`config.mk`:
```
export PLATFORM = sky130hd
export DESIGN_NAME = secondary_ray_queue
export DESIGN_NICKNAME = d
export VERILOG_FILES = /design/src/rtl/secondary_ray_queue.sv
export SDC_FILE = /design/constraint.sdc
export NUM_CORES = 1
export LEC_CHECK = 0
export BUFFER_PORTS_ARGS = -buffer_cell sky130_fd_sc_hd__buf_2
export CAP_MARGIN = 20
export CORE_MARGIN = 2
export CORE_UTILIZATION = 55
export DETAILED_ROUTE_END_ITERATION = 12
export PLACE_DENSITY = 0.86
export SLEW_MARGIN = 25
export SYNTH_ARGS = -nofsm -noshare
export SYNTH_HDL_FRONTEND = slang
export SYNTH_SLANG_ARGS = --single-unit
```
`constraint.sdc`:
```
create_clock -name clk -period 44.7 [get_ports clk]
set_input_delay 8.94 -clock clk [delete_from_list [all_inputs] [get_ports clk]]
set_output_delay 8.94 -clock clk [all_outputs]
set_load 0.02 [all_outputs]
```
`src/rtl/secondary_ray_queue.sv`:
```
// Secondary-ray queue: classifies refraction results, buffers valid secondary
// rays in a FIFO with incremented bounce count, and reports retired rays.
module secondary_ray_queue #(
  parameter int DEPTH       = 8,
  parameter int MAX_BOUNCES = 4,
  parameter int BOUNCE_W    = 3,
  parameter int PIX_W       = 16,
  parameter int COORD_W     = 16
) (
  input  logic                     clk,
  input  logic                     rst,
  input  logic                     flush,
  input  logic                     in_valid,
  output logic                     in_ready,
  input  logic [6*COORD_W-1:0]     in_ray,
  input  logic [1:0]               in_code,
  input  logic [BOUNCE_W-1:0]      in_bounce,
  input  logic [PIX_W-1:0]         in_pixel_id,
  output logic                     out_valid,
  input  logic                     out_ready,
  output logic [6*COORD_W-1:0]     out_ray,
  output logic [BOUNCE_W-1:0]      out_bounce,
  output logic [PIX_W-1:0]         out_pixel_id,
  output logic                     drop_valid,
  output logic [1:0]               drop_reason,
  output logic [PIX_W-1:0]         drop_pixel_id,
  output logic [$clog2(DEPTH):0]   count,
  output logic [15:0]              drop_total
);

  localparam int AW    = $clog2(DEPTH);
  localparam int CW    = AW + 1;
  localparam int RAY_W = 6 * COORD_W;
  localparam int ENT_W = RAY_W + BOUNCE_W + PIX_W;
  localparam logic [CW-1:0]       DEPTH_C = CW'(DEPTH);
  localparam logic [BOUNCE_W:0]   MAX_B_C = (BOUNCE_W+1)'(MAX_BOUNCES);

  logic [ENT_W-1:0]    mem_q [DEPTH];
  logic [AW-1:0]       wr_ptr_q, wr_ptr_d;
  logic [AW-1:0]       rd_ptr_q, rd_ptr_d;
  logic [CW-1:0]       count_q, count_d;
  logic                drop_valid_q, drop_valid_d;
  logic [1:0]          drop_reason_q, drop_reason_d;
  logic [PIX_W-1:0]    drop_pix_q, drop_pix_d;
  logic [15:0]         drop_total_q, drop_total_d;

  logic                accept_s, drop_s, push_s, pop_s;
  logic [1:0]          reason_s;
  logic [BOUNCE_W:0]   bounce_inc_s;

  // Acceptance never depends on out_ready: a full queue stays closed.
  assign in_ready  = !rst && !flush && (count_q < DEPTH_C);
  assign out_valid = (count_q != {CW{1'b0}});
  assign {out_ray, out_bounce, out_pixel_id} = mem_q[rd_ptr_q];
  assign count         = count_q;
  assign drop_valid    = drop_valid_q;
  assign drop_reason   = drop_reason_q;
  assign drop_pixel_id = drop_pix_q;
  assign drop_total    = drop_total_q;

  // Classify the accepted item: bad code first, then bounce-depth limit.
  always_comb begin
    bounce_inc_s = {1'b0, in_bounce} + {{BOUNCE_W{1'b0}}, 1'b1};
    accept_s     = in_valid && in_ready;
    drop_s       = 1'b0;
    reason_s     = 2'b00;
    if (in_code != 2'b00) begin
      drop_s   = accept_s;
      reason_s = in_code;
    end else if (bounce_inc_s > MAX_B_C) begin
      drop_s   = accept_s;
      reason_s = 2'b00;
    end else begin
      drop_s   = 1'b0;
      reason_s = 2'b00;
    end
    push_s = accept_s && !drop_s;
    pop_s  = out_valid && out_ready && !flush;
  end

  // FIFO pointer and occupancy next-state; flush overrides any pop.
  always_comb begin
    wr_ptr_d = wr_ptr_q;
    rd_ptr_d = rd_ptr_q;
    count_d  = count_q;
    if (flush) begin
      wr_ptr_d = {AW{1'b0}};
      rd_ptr_d = {AW{1'b0}};
      count_d  = {CW{1'b0}};
    end else begin
      if (push_s) wr_ptr_d = wr_ptr_q + AW'(1);
      else        wr_ptr_d = wr_ptr_q;
      if (pop_s)  rd_ptr_d = rd_ptr_q + AW'(1);
      else        rd_ptr_d = rd_ptr_q;
      case ({push_s, pop_s})
        2'b10:   count_d = count_q + CW'(1);
        2'b01:   count_d = count_q - CW'(1);
        default: count_d = count_q;
      endcase
    end
  end

  // Drop report next-state; reason and pixel hold until the next retirement.
  always_comb begin
    drop_valid_d  = drop_s;
    drop_reason_d = drop_reason_q;
    drop_pix_d    = drop_pix_q;
    drop_total_d  = drop_total_q;
    if (drop_s) begin
      drop_reason_d = reason_s;
      drop_pix_d    = in_pixel_id;
      if (drop_total_q != 16'hFFFF) drop_total_d = drop_total_q + 16'd1;
      else                          drop_total_d = drop_total_q;
    end else begin
      drop_reason_d = drop_reason_q;
      drop_pix_d    = drop_pix_q;
      drop_total_d  = drop_total_q;
    end
  end

  // State registers with synchronous reset.
  always_ff @(posedge clk) begin
    if (rst) begin
      wr_ptr_q      <= {AW{1'b0}};
      rd_ptr_q      <= {AW{1'b0}};
      count_q       <= {CW{1'b0}};
      drop_valid_q  <= 1'b0;
      drop_reason_q <= 2'b00;
      drop_pix_q    <= {PIX_W{1'b0}};
      drop_total_q  <= 16'd0;
    end else begin
      wr_ptr_q      <= wr_ptr_d;
      rd_ptr_q      <= rd_ptr_d;
      count_q       <= count_d;
      drop_valid_q  <= drop_valid_d;
      drop_reason_q <= drop_reason_d;
      drop_pix_q    <= drop_pix_d;
      drop_total_q  <= drop_total_d;
    end
  end

  // Entry storage; contents are don't-care until written, so no reset.
  always_ff @(posedge clk) begin
    if (push_s) mem_q[wr_ptr_q] <= {in_ray, bounce_inc_s[BOUNCE_W-1:0], in_pixel_id};
  end

endmodule
```
After elaboration in Yosys (flattened, before gate mapping). Memories as Yosys holds them, arrays and structs flattened. A register that Yosys moved wholly into a read port is not among the register bits. Index checks and enable logic that the tools add are counted.

$lt $le $gt $ge: 2. Eq/ne operators: 3. Reduce and logical (&&, ||, !) cells: 14. Muxes and demuxes: 8. Add/subtract/negate cells: 6.

Operators with widths (count): $add A16 B1 Y16 const B (1); $ne A16 B16 Y1 const B (1); $pmux W4 S2 (1); $add A3 B1 Y3 const B (2); $logic_and A1 B1 Y1 (6); $mux W3 (2); $add A3 B1 Y4 const B (1); $add A4 B1 Y4 const B (1); $gt A4 B3 Y1 const B (1); $lt A4 B4 Y1 const B (1); $mux W1 (4); $reduce_bool A2 Y1 (2); $reduce_bool A4 Y1 (1); $sub A4 B1 Y4 const B (1); $logic_not A1 Y1 (3); $eq A2 B1 Y1 const B (1); $eq A2 B2 Y1 const B (1); $mux W2 (1); $reduce_and A2 Y1 (1); $reduce_or A2 Y1 (1).

Memories kept: 1. Input port bits: 122. RAM bits: 920. Bits in registers: 45. Output and inout port bits: 156. Word-level logic and storage cells: 41.

Memories: mem_q (depth 8, bits a word 115, read ports 1, clocked after memory_dff 1, wr ports 1, RTL line 38) `logic [ENT_W-1:0] mem_q [DEPTH];`.

Logic depth before layout (Yosys ltp). Gate-level depths: netlist of run 1.

Depth in word-level cells: 10. Gate-level depth with buffers: 10.

Worst setup path after synthesis of run 1. Ideal clock, no wire load.

Path type: input-to-reg. Start: in rst. End: mem mem_q[0][0] (netlist bit), enable pin. Data required time: 43824 ps. Setup slack: 23113 ps. Stages on the path: 4. Path buffers: 1. Arrival time: 20711 ps. Path through: buf_2 -> nor4b_4 -> nand4_1 -> nor4_1.

Longest elaborated chain between the ends: 10.

Ends and longest elaborated chain: start: declaration (RTL line 11) `input logic rst,`; $logic_not A1 Y1 * (RTL line 52) `assign in_ready = !rst && !flush && (count_q < DEPTH_C);`; $logic_and A1 B1 Y1 * (2 in series) (RTL line 52); $logic_and A1 B1 Y1 * (RTL line 64) `accept_s = in_valid && in_ready;`; $mux W1 (RTL line 70) `end else if (bounce_inc_s > MAX_B_C) begin`; $mux W1 (RTL line 67) `if (in_code != 2'b00) begin`; $logic_not A1 Y1 (RTL line 77) `push_s = accept_s && !drop_s;`; $logic_and A1 B1 Y1 * (RTL line 77); $mux W1 * (RTL line 144) `if (push_s) mem_q[wr_ptr_q] <= {in_ray, bounce_inc_s[BOUNCE_W-1:0], in_pixel_id};`; $mux W1 (implied by the code) * (RTL line 144); end: declaration (RTL line 38).

Every way passes the cells marked *; elsewhere a longest branch is shown, timed or not.

Final worst setup path of run 1.
Start: in rst. End: out in_ready.

Longest elaborated chain between the ends: 3.

Ends and longest elaborated chain: $logic_not A1 Y1 (RTL line 52); $logic_and A1 B1 Y1 (2 in series) (RTL line 52); end: declaration (RTL line 14) `output logic in_ready,`.

Every way passes these cells.

==> results_dict.tcl, run 1 <==
set metrics [dict create \
    initial_core_util 0.555 \
    grt_max_degree 117 \
    slew_viol_final 0 \
    setup_violations 0 \
    ir_drop_uv 31.9 \
    grt_pass1_vias 18100 \
    post_cts_buffers 0 \
    die_height_um 262 \
    fin_crit_ps 18980 \
    fin_setup_tns_ps 0 \
    relSlewSlack 0.358 \
    tritoncts "yes" \
    place.gp.congestion 0.797 \
    met2_usage 0.360 \
    syn_area_sq_um 36500 \
    worst_setup_path_start_kind "primary input" \
    grt_busiest_layer "met2" \
    hpwl_um 38200 \
    clockBufferDepth 3 \
    dieWidth_um 262 \
    synth_fa_ha_area_frac 0.00240 \
    endpoint_kind "primary output" \
    cts.htree.levels 3 \
    min_from "drop_pixel_id[13]" \
    drive_gt1_frac 0.401 \
    met3_usage 0.0509 \
    nets 2039 \
    max_freq_ghz 0.0527 \
    final_cell_mix "920 x edfxtp_1, 277 x buf_2, 230 x mux4_2" \
    core-area_sq_um 65700 \
    synth-compound-area-share 0.00764 \
    clock_latency_ps 630 \
    power_density_nw_per_um2 42.5 \
    layout_commonest_cell "edfxtp_1" \
    rr_startpoint "count[3]" \
    grt_setup_unrepaired "false" \
    hold_buffers 0 \
    yosys.area.top_type_share 0.757 \
    netlist_instances 1588 \
    grt_use_met1 0.301 \
    drt_iter0_markers 1586 \
    drc 0 \
    ys_seq_area_frac 0.783 \
    cts_made_buffers 93 \
    status "complete, no violations" \
    grt_overflow 0 \
    avgSynthCellArea_sq_um 23.0 \
    final_cells 2851 \
    grtUsageTotal 0.220 \
    core.rowCount 94 \
    cts.sinks 968 \
    synth_xor_area_frac 0.00360 \
    hold_violations 0 \
    ctsRootBufferMaster "clkbuf_16" \
    critPathLaunch "rst" \
    grt_pass1_wl_um 112000 \
    clk_pin_slew_ps 60 \
    maxCapViolCount 0 \
    ys_ff_latch 968 \
    ys_types 40 \
    antenna_left 0 \
    routedWlPerCell_um 26.2 \
    fin_crit_sh 0.425 \
    cts_resized 0 \
    synth_mux_area_frac 0.178 \
    dieArea_sq_um 68400 \
    reg2reg_slack_ps 40800 \
    synth_top_family_by_area "multiplexers" \
    dpl.cell_count 2678 \
    detail_route.vias_per_cell 6.03 \
    required_ps 35760 \
    yosys.area.top_type "edfxtp_1" \
    power_leakage_nw 13.3 \
    syn2layout_area_growth_pct 15.2 \
    clock_skew_ps 15.6 \
    tightest_slew_ps 963 \
    drt-total-wl_um 74800 \
    path_max_fanout 36 \
    antenna_found_initial 13 \
    dr.pass1.iters 5 \
    io_pins 278 \
    vias 17200 \
    min_path_type "reg2reg" \
    worstSetupPathType "in2out" \
    setup_ws_ps 25720 \
    arrival_ps 10040 \
    yosysWarnings 0 \
    portBuffers 277 \
    synthSimpleGateAreaFrac 0.0161 \
    place_ws_ps 25720 \
    synthTopCellsByArea "edfxtp_1 76%, mux4_2 14%, mux2_2 3.5%, dfxtp_1 2.6%, nand2_1 0.49%" \
    synth_fp_nets 1717 \
]
critical path: stages:
cell and delay, ps:
buf_2 520, or2_2 360, nor2_1 60, buf_2 160
state kept, by name (all words and copies together) (netlist names), named ones only:
signal / flops
mem_q: 920
drop_pixel_id: 16
drop_total: 16
count: 4
rd_ptr_q: 3
wr_ptr_q: 3
drop_reason: 2
drop_valid: 1
worst paths after layout:
check	cells after the start	endpoint
setup reg to reg	7	mem_q[7][82]
hold / removal	2	drop_pixel_id[13]
setup / recovery	4	in_ready
hold reg to reg	2	drop_pixel_id[13]
where the power goes:
part           switching [mW]  internal [mW]
Clock                   0.322          0.444
Sequential           0.000769          0.994
Combinational          0.0191        0.00866
Total                   0.342           1.45
Yosys cell counts:
cell type  instances
o41ai_1            1
mux2_2           115
clkbuf_1          47
nand4b_1           1
o311ai_1           1
o21ai_0            8
nor4b_1            1
inv_1              7
dfxtp_1           48
nor4_1             2
nand3b_1           1
a21oi_1           29
nand3_1            6
a211oi_1           4
nor3_1             6
xnor2_1            4
nand4_1            7
o21bai_1           1
nand2_1           48
nand2b_1           5
or2_2              2
mux2i_1            2
nor2b_1            1
ha_1               7
a21o_1             1
a22oi_1            1
o211ai_2           1
buf_1              4
buf_2             23
xor2_1            11
a31oi_1            1
or4_1              3
or3_1              9
and3_1             2
nor2_1            25
mux4_2           230
edfxtp_1         920
nor4b_4            1
o21ai_1            1
and4_1             1
layout make-up:
| type | instances | area [sq um] |
|---|---|---|
| Antenna cell | 2 | 5.00 |
| Clock buffer | 121 | 2630 |
| Clock inverter | 49 | 397 |
| Fill cell | 4101 | 23700 |
| Inverter | 7 | 26.3 |
| Multi-Input combinational cell | 539 | 7630 |
| Sequential cell | 968 | 28600 |
| Tap cell | 864 | 1080 |
| Timing Repair Buffer | 301 | 1680 |
layer usage:
| metal | share of wire | vias to the layer above |
|---|---|---|
| li1 | - | 7314 |
| met1 | 0.40 | 9071 |
| met2 | 0.50 | 648 |
| met3 | 0.075 | 130 |
| met4 | 0.021 | 22 |
| met5 | 0.0020 | - |
cell families (layout without fill, tap and decap cells):
group           after synthesis  count (layout)
flops                       968             968
mux                         347             347
simple gates                121             121
buf+inv                      81             478
compound gates               49              49
xor+xnor                     15              15
fa+ha+maj                     7               7
other cells                   0               2
per-stage QoR:
step | area, sq um | power, mW | util | hold WS, ps
after CTS | 42000 | 1.80 | 0.639 | 458
final | 42000 | 1.79 | 0.640 | 456
after detailed placement | 39000 | 1.04 | 0.593 | 448
after global placement | 39000 | 1.04 | 0.593 | 440
after global routing | 42000 | 1.84 | 0.640 | 479
after floorplan | 36500 | 1.02 | - | 448
Note: power is estimated with default switching activity, not from simulation.
==> run 2: changes to the inputs <==
--- a/config.mk
+++ b/config.mk
@@ -5,6 +5,7 @@
 export SDC_FILE = /design/constraint.sdc
 export NUM_CORES = 1
 export LEC_CHECK = 0
+export ABC_AREA = 1
 export BUFFER_PORTS_ARGS = -buffer_cell sky130_fd_sc_hd__buf_2
 export CAP_MARGIN = 20
 export CORE_MARGIN = 2
==> constraint.sdc (replaced) <==
create_clock -name clk -period 17.6 [get_ports clk]
set_input_delay 3.52 -clock clk [delete_from_list [all_inputs] [get_ports clk]]
set_output_delay 3.52 -clock clk [all_outputs]
set_load 0.02 [all_outputs]
==> results_dict.tcl, run 2 <==
set metrics [dict create \
    drc 0 \
    avgSynthCellArea_sq_um 12.9 \
    crit_family "buffers and inverters" \
    portBuffers 277 \
    cts.sinks 968 \
    dieWidth_um 266 \
    nets 3264 \
    ys_seq_area_frac 0.759 \
    worstSetupPathType "in2out" \
    routed.top_layer "met5" \
    ctsRootBufferMaster "clkbuf_16" \
    core.rowCount 95 \
    yosysWarnings 0 \
    grt_max_degree 218 \
    maxCapViolCount 0 \
    regMostFlops "mem_q" \
    layout_commonest_cell "edfxtp_1" \
    fin_crit_ps 7940 \
    dpl.cell_count 3914 \
    worst_setup_path_start_kind "primary input" \
    routedWlPerCell_um 20.4 \
    wl_met1_um 32200 \
    syn2layout_area_growth_pct 13.1 \
    synthTopCellsByArea "edfxtp_1 73%, nor2_1 8.7%, o21ai_0 6.1%, dfxtp_1 2.6%, a31oi_1 1.9%" \
    cellInternalPower_mw 3.71 \
    cp_slowest_cell "inv_2" \
    yosys.area.top_type "edfxtp_1" \
    detail_route.vias_per_cell 5.89 \
    cts_made_buffers 92 \
    seq_power_share 0.550 \
    place.gp.congestion 0.797 \
    die_height_um 266 \
    ir_drop_uv 86.7 \
    p_sw_frac 0.192 \
    final_cells 4087 \
    yosys.area.top_type_share 0.733 \
    power_density_nw_per_um2 108 \
    max_freq_ghz 0.126 \
    grt_pass1_wl_um 127000 \
    path_max_fanout 22 \
    arrival_ps 4420 \
    drive_gt1_frac 0.143 \
    clk_pin_slew_ps 60 \
    fin_crit_sh 0.451 \
    dr_wl_met3_um 7260 \
    dieArea_sq_um 70600 \
    clock_skew_ps 24.3 \
    vias 24100 \
    ys_ff_latch 968 \
    fin_setup_tns_ps 0 \
    synth_fp_nets 3058 \
    tightest_slew_ps 1170 \
    synth_most_common_cell "edfxtp_1" \
    min_path_type "reg2reg" \
    synthArstFlopShare 0 \
    grt_overflow 0 \
    antenna_left 0 \
    drt-total-wl_um 83400 \
    combPwrFrac 0.017 \
    grtUsageTotal 0.232 \
    final_cell_mix "920 x edfxtp_1, 872 x nor2_1, 457 x o21ai_0" \
    io_pins 278 \
    clock_latency_ps 660 \
    drt_iter0_markers 2853 \
    ys_types 33 \
    critical_path_buf_inv_count 3 \
    power_leakage_nw 14.5 \
    syn_area_sq_um 37700 \
    cpMostUsedCell "buf_2" \
    netlist_instances 2929 \
    dr.pass1.iters 6 \
    status "complete, no violations" \
    largest_register_ffs 920 \
    clockBufferDepth 3 \
    relSlewSlack 0.222 \
    slew_viol_final 0 \
    core-area_sq_um 67500 \
    antenna_found_initial 11 \
    switchingPower_mw 0.884 \
    p_total_mw 4.59 \
    grt_pass1_vias 23900 \
    synth_edf_count 920 \
    initial_core_util 0.558 \
    crit_chain "buf_2 -> inv_2 -> nand2_4 -> nor2_4 -> buf_2" \
    post_cts_buffers 0 \
    slowest_delay_ps 290 \
    required_ps 14080 \
    pwr-share-clk 0.434 \
    wl_met2_um 41500 \
    synth_top_flop_cell "edfxtp_1" \
    grt_setup_unrepaired "false" \
    hold_buffers 0 \
    setup_violations 0 \
    cts.htree.levels 3 \
    hpwl_um 40300 \
    nFillCells 4681 \
    synth_common_cells "920 x edfxtp_1, 872 x nor2_1, 457 x o21ai_0" \
    hold_violations 0 \
    endpoint_kind "primary output" \
    tritoncts "yes" \
    cts_resized 0 \
]
-- run 2: cell types whose count changed in the layout (fill, tap and decap cells not counted), sizes merged, moves of 8 or more --
cell	before	now
inv	9	38
nor2	25	878
o22ai	0	115
nand2	48	86
mux4	230	0
a31oi	1	115
bufinv	5	13
mux2	115	0
clkbuf	121	112
o21ai	9	488
or3	9	0
-- run 2: routing by layer --
metal	global-route usage	up-vias
li1	-	11000
met1	0.299	11700
met2	0.391	1165
met3	0.0416	162
met4	0.0969	8
met5	0	-
-- run 2: cell type report --
class	instances	area (sq um)	area share
diodes	8	20.0	0.000470
clock buffers	112	2400	0.0563
clock inverters	53	663	0.0156
inverters	34	150	0.00352
multi-input cells	1743	8030	0.188
flip-flops and latches	968	28600	0.671
well taps	873	1090	0.0256
repair buffers	296	1660	0.0389
-- run 2: path summary, 6_finish.rpt --
| kind | from | endpoint | slack (ps) | depth (start not counted) |
|---|---|---|---|---|
| max | rst | in_ready | 9660 | 5 |
| min | drop_reason[1] | drop_reason[1] | 460 | 2 |
| max reg2reg | count[3] | mem_q[0][73] | 15070 | 7 |
| min reg2reg | drop_reason[1] | drop_reason[1] | 460 | 2 |
-- run 2: tightest hold or removal path: stages (launching register included) --
cell and delay [ps]:
dfxtp_1 310, nand2_1 60, a21oi_1 50
-- run 2: per-stage QoR --
stage	hold WS [ps]	utilization	setup slack (ps)	instance area, sq um
detailed placement	454	0.585	9670	39500
floorplan	433	-	4700	37700
CTS	464	0.631	9520	42600
finish	462	0.631	9660	42600
global route	498	0.631	9530	42600
global placement	445	0.585	9690	39500
-- run 2: cells by family (layout without fill, tap and decap cells) --
family	Yosys count	count (layout)	share of synthesized area
buf+inv	218	495	0.0290
flops	968	968	0.759
fa+ha+maj	7	7	0.00232
xor+xnor	8	8	0.00186
simple gates	988	988	0.102
other cells	0	8	0
compound gates	740	740	0.106
-- run 2: power by group through the flow --
stage	clock network, mW	logic (mW)	registers (mW)
floorplan	0	0.0250	2.58
global placement	0	0.0714	2.57
detailed placement	0	0.0754	2.57
CTS	2.02	0.0759	2.53
global route	2.11	0.0840	2.52
finish	1.99	0.0765	2.53
==> run 3: changes to the inputs <==
--- a/config.mk
+++ b/config.mk
@@ -5,13 +5,13 @@
 export SDC_FILE = /design/constraint.sdc
 export NUM_CORES = 1
 export LEC_CHECK = 0
-export ABC_AREA = 1
+export ABC_AREA = 0
 export BUFFER_PORTS_ARGS = -buffer_cell sky130_fd_sc_hd__buf_2
 export CAP_MARGIN = 20
 export CORE_MARGIN = 2
-export CORE_UTILIZATION = 55
+export CORE_UTILIZATION = 54
 export DETAILED_ROUTE_END_ITERATION = 12
-export PLACE_DENSITY = 0.86
+export PLACE_DENSITY = 0.88
 export SLEW_MARGIN = 25
 export SYNTH_ARGS = -nofsm -noshare
 export SYNTH_HDL_FRONTEND = slang
==> constraint.sdc (replaced) <==
create_clock -name clk -period 6.65 [get_ports clk]
set_input_delay 1.33 -clock clk [delete_from_list [all_inputs] [get_ports clk]]
set_output_delay 1.33 -clock clk [all_outputs]
set_load 0.02 [all_outputs]
==> results_dict.tcl, run 3 (same netlist as run 1, synthesis figures left out) <==
set metrics [dict create \
    cts_resized 0 \
    dpl.cell_count 2697 \
    hold_ws_ps 453 \
    dr.pass1.iters 5 \
    initial_core_util 0.544 \
    status "complete, no violations" \
    whs_path_depth 2 \
    power_leakage_nw 13.4 \
    portBuffers 277 \
    ctsRootBufferMaster "clkbuf_16" \
    path_max_fanout 37 \
    tightest_slew_ps 893 \
    drive_gt1_frac 0.400 \
    nets 2050 \
    drt_iter0_markers 1647 \
    power_density_nw_per_um2 284 \
    setup_violations 0 \
    fin_setup_tns_ps 0 \
    grt_max_degree 116 \
    grt_overflow 0 \
    cts.htree.levels 3 \
    worstSetupPathType "reg2out" \
    layout_commonest_cell "edfxtp_1" \
    grt_setup_unrepaired "false" \
    clock_skew_ps 15.7 \
    p_total_mw 12.0 \
    die_height_um 264 \
    worst_setup_path_start_kind "register" \
    syn2layout_area_growth_pct 15.6 \
    core.rowCount 95 \
    nFillCells 4349 \
    clk_pin_slew_ps 60 \
    grt_pass1_wl_um 112000 \
    fin_crit_ps 4680 \
    antenna_found_initial 12 \
    vias 17200 \
    antenna_left 0 \
    slew_viol_final 0 \
    drc 0 \
    dieWidth_um 264 \
    hold_buffers 0 \
    required_ps 5320 \
    cts_made_buffers 95 \
    max_freq_ghz 0.214 \
    core-area_sq_um 67000 \
    ir_drop_uv 204 \
    cts.sinks 968 \
    dieArea_sq_um 69700 \
    final_cells 2878 \
    regMostFlops "mem_q" \
    largest_register_ffs 920 \
    fin_crit_sh 0.704 \
    endpoint_kind "primary output" \
    hold_violations 0 \
    drt-total-wl_um 74500 \
    grt_pass1_vias 18100 \
    min_path_type "reg2reg" \
    place.gp.congestion 0.795 \
    tritoncts "yes" \
    post_cts_buffers 0 \
    io_pins 278 \
    clock_latency_ps 650 \
    r2r_cells 6 \
    relSlewSlack 0.402 \
    clockBufferDepth 3 \
    hpwl_um 41700 \
    grtUsageTotal 0.216 \
    arrival_ps 3350 \
    detail_route.vias_per_cell 5.97 \
    maxCapViolCount 0 \
    routedWlPerCell_um 25.9 \
    final_cell_mix "920 x edfxtp_1, 277 x buf_2, 230 x mux4_2" \
]
[run 3: through the flow]
step | worst slack, ps | instance area (sq um) | util
3_5_place_dp | 1840 | 39200 | 0.585
6_report | 1970 | 42200 | 0.629
4_1_cts | 1840 | 42200 | 0.629
2_1_floorplan | -1280 | 36500 | -
5_1_grt | 1700 | 42200 | 0.629
3_3_place_gp | 1850 | 39200 | 0.584
[run 3: path summary, 6_finish.rpt]
check                    startpoint           endpoint  slack, ps
setup / recovery           register    out_pixel_id[6]       1970
hold / removal    drop_pixel_id[13]  drop_pixel_id[13]        450
setup reg to reg           count[3]       mem_q[7][68]       3120
hold reg to reg   drop_pixel_id[13]  drop_pixel_id[13]        450
[run 3: layout make-up]
type                       count  area [sq um]  share of cell area
antenna                        6          15.0            0.000356
clock buffer                 123          2540              0.0603
timing repair buffer         310          1820              0.0431
tap                          873          1090              0.0259
sequential                   968         28600               0.678
inverter                       7          26.3            0.000623
multi-input combinational    539          7660               0.182
clock inverter                52           422              0.0100
[run 3: worst max-delay path, cell delays in order (launching register included)]
cell     delay, ps
dfxtp_4        820
buf_4          730
mux4_2         620
mux2_2         300
buf_2          170
[run 3: power breakdown]
group	leakage [nW]	switching (mW)	internal, mW
registers	8.66	0.00555	6.68
clock network	1.44	2.17	2.93
logic	3.26	0.134	0.0583
[run 3: routing by layer]
metal,GRT usage,share of wire,up-vias
met5,0,0.00098,-
met2,0.361,0.50,716
li1,-,-,7343
met1,0.290,0.40,8978
met4,0.0544,0.018,12
met3,0.0519,0.079,120
